<file path="src/rtl/prim_max_tree_pipe.sv">
// Pipelined, flow-controlled max/min reduction tree with per-beat mode and threshold.
// A register stage follows every RegEvery tree levels; each stage collapses bubbles independently.
module prim_max_tree_pipe #(
  parameter int NumSrc   = 32,
  parameter int Width    = 8,
  parameter int RegEvery = 1,
  localparam int SrcWidth = $clog2(NumSrc)
) (
  input  logic                    clk_i,
  input  logic                    rst_i,
  input  logic                    in_valid_i,
  output logic                    in_ready_o,
  input  logic [NumSrc*Width-1:0] values_i,
  input  logic [NumSrc-1:0]       valid_i,
  input  logic                    min_mode_i,
  input  logic [Width-1:0]        threshold_i,
  output logic                    out_valid_o,
  input  logic                    out_ready_i,
  output logic [Width-1:0]        max_value_o,
  output logic [SrcWidth-1:0]     max_idx_o,
  output logic                    max_valid_o
);

  localparam int NumLevels = $clog2(NumSrc);
  localparam int NumStages = (NumLevels + RegEvery - 1) / RegEvery;
  localparam int NumLeaves = 1 << NumLevels;
  localparam int NumNodes  = 2 * NumLeaves;

  if (NumSrc < 2 || RegEvery < 1) begin : g_param_err
    $error("prim_max_tree_pipe: NumSrc must be >= 2 and RegEvery >= 1");
  end

  // Nodes use heap numbering: root is 1, children of n are 2n and 2n+1, leaves start at NumLeaves.
  function automatic int node_level(input int n);
    int l;
    l = 0;
    for (int j = 1; j <= NumLevels; j++) begin
      l = (n >= (1 << j)) ? j : l;
    end
    return l;
  endfunction

  function automatic int bound_level(input int s);
    int b;
    b = NumLevels - s * RegEvery;
    return (b < 0) ? 0 : b;
  endfunction

  // Stage whose register sits at this level, 0 if the level is purely combinational.
  function automatic int stage_at(input int lvl);
    int r;
    r = 0;
    for (int s = 1; s <= NumStages; s++) begin
      r = (bound_level(s) == lvl) ? s : r;
    end
    return r;
  endfunction

  // Stage whose front-end logic computes nodes at this level.
  function automatic int stage_for(input int lvl);
    int r;
    r = NumStages;
    for (int s = NumStages; s >= 1; s--) begin
      r = (bound_level(s) <= lvl) ? s : r;
    end
    return r;
  endfunction

  logic                w_q [NumNodes];
  logic [Width-1:0]    w_v [NumNodes];
  logic [SrcWidth-1:0] w_i [NumNodes];
  logic                r_q [NumNodes];
  logic [Width-1:0]    r_v [NumNodes];
  logic [SrcWidth-1:0] r_i [NumNodes];
  logic                r_mode [NumStages+1];
  logic [NumStages:1]  r_sv;
  logic [NumStages:0]  w_rdy;
  logic [NumStages:1]  w_up;
  logic [NumStages:0]  w_load;

  // Comparison tree: leaves qualify against the threshold, internal nodes pick the better child.
  always_comb begin
    logic                q0, q1, md, sel;
    logic [Width-1:0]    v0, v1;
    logic [SrcWidth-1:0] i0, i1;
    int                  lvl, cs, st;
    q0  = 1'b0;
    q1  = 1'b0;
    md  = 1'b0;
    sel = 1'b0;
    v0  = {Width{1'b0}};
    v1  = {Width{1'b0}};
    i0  = {SrcWidth{1'b0}};
    i1  = {SrcWidth{1'b0}};
    lvl = 0;
    cs  = 0;
    st  = 0;
    for (int n = 0; n < NumNodes; n++) begin
      w_q[n] = 1'b0;
      w_v[n] = {Width{1'b0}};
      w_i[n] = {SrcWidth{1'b0}};
    end
    for (int k = 0; k < NumSrc; k++) begin
      w_v[NumLeaves+k] = values_i[k*Width +: Width];
      w_i[NumLeaves+k] = SrcWidth'(k);
      w_q[NumLeaves+k] = valid_i[k] & (min_mode_i ? (values_i[k*Width +: Width] < threshold_i)
                                                  : (values_i[k*Width +: Width] > threshold_i));
    end
    for (int n = NumLeaves - 1; n >= 1; n--) begin
      lvl = node_level(n);
      cs  = stage_at(lvl + 1);
      st  = stage_for(lvl);
      if (cs != 0) begin
        q0 = r_q[2*n];   v0 = r_v[2*n];   i0 = r_i[2*n];
        q1 = r_q[2*n+1]; v1 = r_v[2*n+1]; i1 = r_i[2*n+1];
      end else begin
        q0 = w_q[2*n];   v0 = w_v[2*n];   i0 = w_i[2*n];
        q1 = w_q[2*n+1]; v1 = w_v[2*n+1]; i1 = w_i[2*n+1];
      end
      md  = (st == 1) ? min_mode_i : r_mode[st-1];
      sel = (q1 & ~q0) | (q1 & q0 & (md ? (v1 < v0) : (v1 > v0)));
      w_q[n] = sel ? q1 : q0;
      w_v[n] = sel ? v1 : v0;
      w_i[n] = sel ? i1 : i0;
    end
  end

  // Ready chain runs back from the consumer; an empty stage is always ready.
  always_comb begin
    w_rdy  = {(NumStages+1){1'b0}};
    w_up   = {NumStages{1'b0}};
    w_load = {(NumStages+1){1'b0}};
    w_rdy[NumStages] = out_ready_i;
    for (int s = NumStages; s >= 1; s--) begin
      w_rdy[s-1] = ~r_sv[s] | w_rdy[s];
    end
    w_up[1] = in_valid_i;
    for (int s = 2; s <= NumStages; s++) begin
      w_up[s] = r_sv[s-1];
    end
    for (int s = 1; s <= NumStages; s++) begin
      w_load[s] = w_rdy[s-1] & w_up[s];
    end
  end

  // Stage valid bits, per-beat mode and boundary-level node registers.
  always_ff @(posedge clk_i or posedge rst_i) begin
    if (rst_i) begin
      r_sv <= {NumStages{1'b0}};
      for (int s = 0; s <= NumStages; s++) begin
        r_mode[s] <= 1'b0;
      end
      for (int n = 0; n < NumNodes; n++) begin
        r_q[n] <= 1'b0;
        r_v[n] <= {Width{1'b0}};
        r_i[n] <= {SrcWidth{1'b0}};
      end
    end else begin
      for (int s = 1; s <= NumStages; s++) begin
        if (w_rdy[s-1]) begin
          r_sv[s] <= w_up[s];
        end
        if (w_load[s]) begin
          r_mode[s] <= (s == 1) ? min_mode_i : r_mode[s-1];
        end
      end
      for (int n = 1; n < NumLeaves; n++) begin
        if (w_load[stage_at(node_level(n))]) begin
          r_q[n] <= w_q[n];
          r_v[n] <= w_v[n];
          r_i[n] <= w_i[n];
        end
      end
    end
  end

  assign in_ready_o  = w_rdy[0];
  assign out_valid_o = r_sv[NumStages];
  assign max_value_o = r_v[1];
  assign max_idx_o   = r_i[1];
  assign max_valid_o = r_q[1];

endmodule

</file>
<file path="config.mk">
export PLATFORM = sky130hd
export DESIGN_NAME = prim_max_tree_pipe
export DESIGN_NICKNAME = d
export VERILOG_FILES = /design/src/rtl/prim_max_tree_pipe.sv
export SDC_FILE = /design/constraint.sdc
export NUM_CORES = 2
export LEC_CHECK = 0
export ABC_AREA = 0
export BUFFER_PORTS_ARGS = -buffer_cell sky130_fd_sc_hd__buf_2
export CAP_MARGIN = 5
export CORE_ASPECT_RATIO = 0.9
export CORE_MARGIN = 5
export CORE_UTILIZATION = 61
export CTS_BUF_LIST = sky130_fd_sc_hd__clkbuf_4 sky130_fd_sc_hd__clkbuf_8 sky130_fd_sc_hd__clkbuf_16
export DETAILED_ROUTE_END_ITERATION = 12
export GPL_ROUTABILITY_DRIVEN = 0
export PLACE_DENSITY = 0.82
export SETUP_SLACK_MARGIN = 0.02
export SYNTH_ARGS = -nofsm -noshare
export SYNTH_HDL_FRONTEND = slang
export SYNTH_SLANG_ARGS = --single-unit
</file>
<file path="constraint.sdc">
create_clock -name clk_i -period 17.4 [get_ports clk_i]
set_clock_uncertainty 0.2 [all_clocks]
set_input_delay 3.48 -clock clk_i [delete_from_list [all_inputs] [get_ports clk_i]]
set_output_delay 3.48 -clock clk_i [all_outputs]
set_load 0.02 [all_outputs]
</file>
==> impl_metrics.ini <==
[logic_synthesis]
yosys.area.top_type = dfrtp_1
synth_top_area_frac = 0.306
yosys_warnings = 0
ys_seq_elements = 357
synth.area.mux_share = 0.0924
post-synth-top-count-cell = ha_1
ys_types = 69
synth_top_family_by_area = adder cells
synth_top_flop_cell = dfrtp_1
yosysSeqAreaShare = 0.306
synth_adder_area_share = 0.216
synthArstFlopShare = 1.00
synth_area_um2 = 29100
synth-compound-area-share = 0.174
synth-simple-area-share = 0.145
avgSynthCellArea_um2 = 8.82
synthXorXnorAreaFrac = 0.000300
synth_edf_count = 0
synth_fp_nets = 4109
synth_cells = 3304
synth.area.top_cells = dfrtp_1 (31%), ha_1 (22%), mux2i_1 (8.9%), nand2_1 (5.3%), inv_1 (4.2%)
synth.top_cells.by_count = ha_1 (504), nand2_1 (412), dfrtp_1 (357)

[finish]
area_delta_synth_final_pct = 10.9
drive_gt1_frac = 0.124
fin_nets = 4346

[sta]
fin_tns_setup_ps = 0
hold_viol_final = 0
rsz0062_at_grt = false
setup_viol = 0
relSlewSlack = 0.223
fin_crit_ps = 8270
slew_viol_final = 0
tightest_slew_ps = 1130
period_share = 0.476
max_freq_mhz = 121

[critical_path]
cpMostUsedCell = buf_2
cp_cell_sequence = buf_2, nand2b_1, nor2_1, nand4_1, buf_2
critical_path_required_ps = 13720
critPathArrivalTime_ps = 4590
r2r_cells = 8
cp_top_family = simple AND/OR/NAND/NOR gates
path_buf_inv = 2
reg2reg_slack_ps = 13380
cp_slowest_cell = nand4_1
worstSetupStartpointType = input port
slowest_delay_ps = 340
worstSetupEndpointType = output port
rr_startpoint = r_sv[5]$_DFFE_PP0P_
crit_fanout = 4
r2r-end = r_v[257]$_DFFE_PP0P_
path_class = input port to output port

[drt]
drc = 0
firstDrtPassIters = 6
first_iter_violations = 2405
wl_per_cell_um = 18.7
ant_nets = 0
via_per_inst = 6.08
num_vias = 25551
wl_um = 78500

[min_path]
min-delay-start = r_sv[4]$_DFFE_PP0P_
hold_end = r_sv[5]$_DFFE_PP0P_
whs_path_depth = 2
hp-class = register to register

[floorplan]
ios = 317
coreArea_um2 = 47500
die_height_um = 217
initial_core_util = 0.613
die-area_um2 = 52300
die_x_um = 240
placementRows = 76

[power]
p_total_w = 0.00351
irDropWorstVdd_mv = 0.0689
p_leak_nw = 16.5
cellPowerDensity_nw_per_um2 = 108

[clocking]
max-clock-path-buffers = 3
post-cts-setup-buffers = 0
cts.sinks = 357
htree_num_levels = 2
insertion_delay_ps = 530
clk_pin_slew_ps = 60
post_cts_resize_count = 0
root_buffer = clkbuf_16
numCtsBuffers = 36
holdBufCountCts = 0
cts_tree = done

[outcome]
outcome = complete, no violations

[run]
maxCapViolCount = 0

[global_route]
gr-total-overflow = 0
grt_pass1_wl_um = 127000
grt_max_degree = 141
grt_usage = 0.294
grt_pass1_vias = 24611
grt_antenna_before_repair = 16

[placed_design]
dpl.hpwl_um = 58900
port_buffers = 316
-- power breakdown --
part           internal, W  switching [W]  total, W
Sequential         0.00107       0.000218   0.00129
Combinational     0.000589       0.000803   0.00139
Clock             0.000497       0.000328  0.000826
Total              0.00216        0.00135   0.00351
-- per-layer routing --
| layer | global-route usage | vias up | routed length (um) |
|---|---|---|---|
| li1 | - | 12457 | - |
| met1 | 0.426 | 12079 | 35000 |
| met2 | 0.470 | 860 | 35200 |
| met3 | 0.0485 | 141 | 6450 |
| met4 | 0.0630 | 14 | 1750 |
| met5 | 0 | - | 84 |
-- worst max-delay path by stage --
| stage | startpoint | end | slack (ps) | depth (start not counted) |
|---|---|---|---|---|
| 3_5_place_dp | out_ready_i | in_ready_o | 9150 | 5 |
| 4_1_cts | out_ready_i | in_ready_o | 9140 | 5 |
| 2_1_floorplan | rst_i | max_idx_o[0]$_DFFE_PP0P_ | 3810 | 1 |
| 5_1_grt | out_ready_i | in_ready_o | 9010 | 5 |
| 6_report | out_ready_i | in_ready_o | 9130 | 5 |
| 3_3_place_gp | out_ready_i | in_ready_o | 9130 | 5 |
-- flip-flops by register name, summed over array words and instances (netlist names) --
register     cells
max_idx_o        5
max_valid_o      1
max_value_o      8
r_i             64
r_mode           4
r_q             30
r_sv             5
r_v            240
-- metrics by stage --
step | setup slack, ps | instances | instance area [um^2] | hold WS (ps) | util
finish | 9130 | 4200 | 32300 | 276 | 0.680
global route | 9010 | 4195 | 32300 | 290 | 0.680
CTS | 9140 | 4189 | 32300 | 275 | 0.679
detailed placement | 9150 | 4127 | 31100 | 261 | 0.653
global placement | 9130 | 4127 | 31100 | 249 | 0.653
floorplan | 3810 | 3304 | 29100 | 238 | -
-- layout by cell type (no fill, tap or decap), types with 9 or more instances in the layout --
| cell | synthesis | layout |
|---|---|---|
| nand4_1 | 99 | 99 |
| a21o_1 | 44 | 44 |
| nand2_1 | 412 | 409 |
| o31ai_1 | 19 | 19 |
| or3_1 | 16 | 16 |
| mux2i_1 | 260 | 260 |
| o211ai_1 | 35 | 35 |
| dfrtp_1 | 357 | 357 |
| clkbuf_16 | 0 | 37 |
| o21a_1 | 12 | 12 |
| diode_2 | 0 | 11 |
| nor3_1 | 13 | 13 |
| o21ai_1 | 154 | 154 |
| o2111ai_1 | 25 | 25 |
| a221o_1 | 14 | 14 |
| o311ai_0 | 12 | 12 |
| buf_2 | 38 | 316 |
| nor2b_1 | 37 | 37 |
| and4_1 | 9 | 9 |
| nor2_1 | 141 | 141 |
| a31oi_1 | 31 | 31 |
| a22o_1 | 11 | 11 |
| nand3_1 | 104 | 104 |
| a21oi_1 | 190 | 190 |
| o21ai_0 | 137 | 137 |
| inv_1 | 323 | 322 |
| buf_4 | 18 | 28 |
| ha_1 | 504 | 504 |
| o221a_1 | 9 | 9 |
| a211oi_1 | 37 | 37 |
| and3_1 | 22 | 22 |
| o31a_1 | 12 | 12 |
-- cell type report --
| type | count | area, um^2 |
|---|---|---|
| antenna | 11 | 27.5 |
| clock buffer | 47 | 1040 |
| clock inverter | 15 | 208 |
| fill | 3831 | 15200 |
| inverter | 326 | 1230 |
| multi-input combinational | 2476 | 18300 |
| sequential | 357 | 8930 |
| tap | 624 | 781 |
| timing repair buffer | 344 | 1790 |
-- cell families (layout without fill, tap and decap cells) --
group | count (synthesis) | in the layout
muxes | 268 | 268
xor gates and xnor gates | 1 | 1
and+or+nand+nor | 902 | 902
buffers and inverters | 471 | 732
DFF | 357 | 357
adders and majority gates | 504 | 504
other | 0 | 11
AOI/OAI and AO/OA | 801 | 801
-- worst min-delay path, delay by kind of cell (launching register included) --
kind | cells | cell delay, ps
DFF | 1 | 330
buffers and inverters | 1 | 60
and+or+nand+nor | 1 | 50
(Power assumes the default switching activity.)
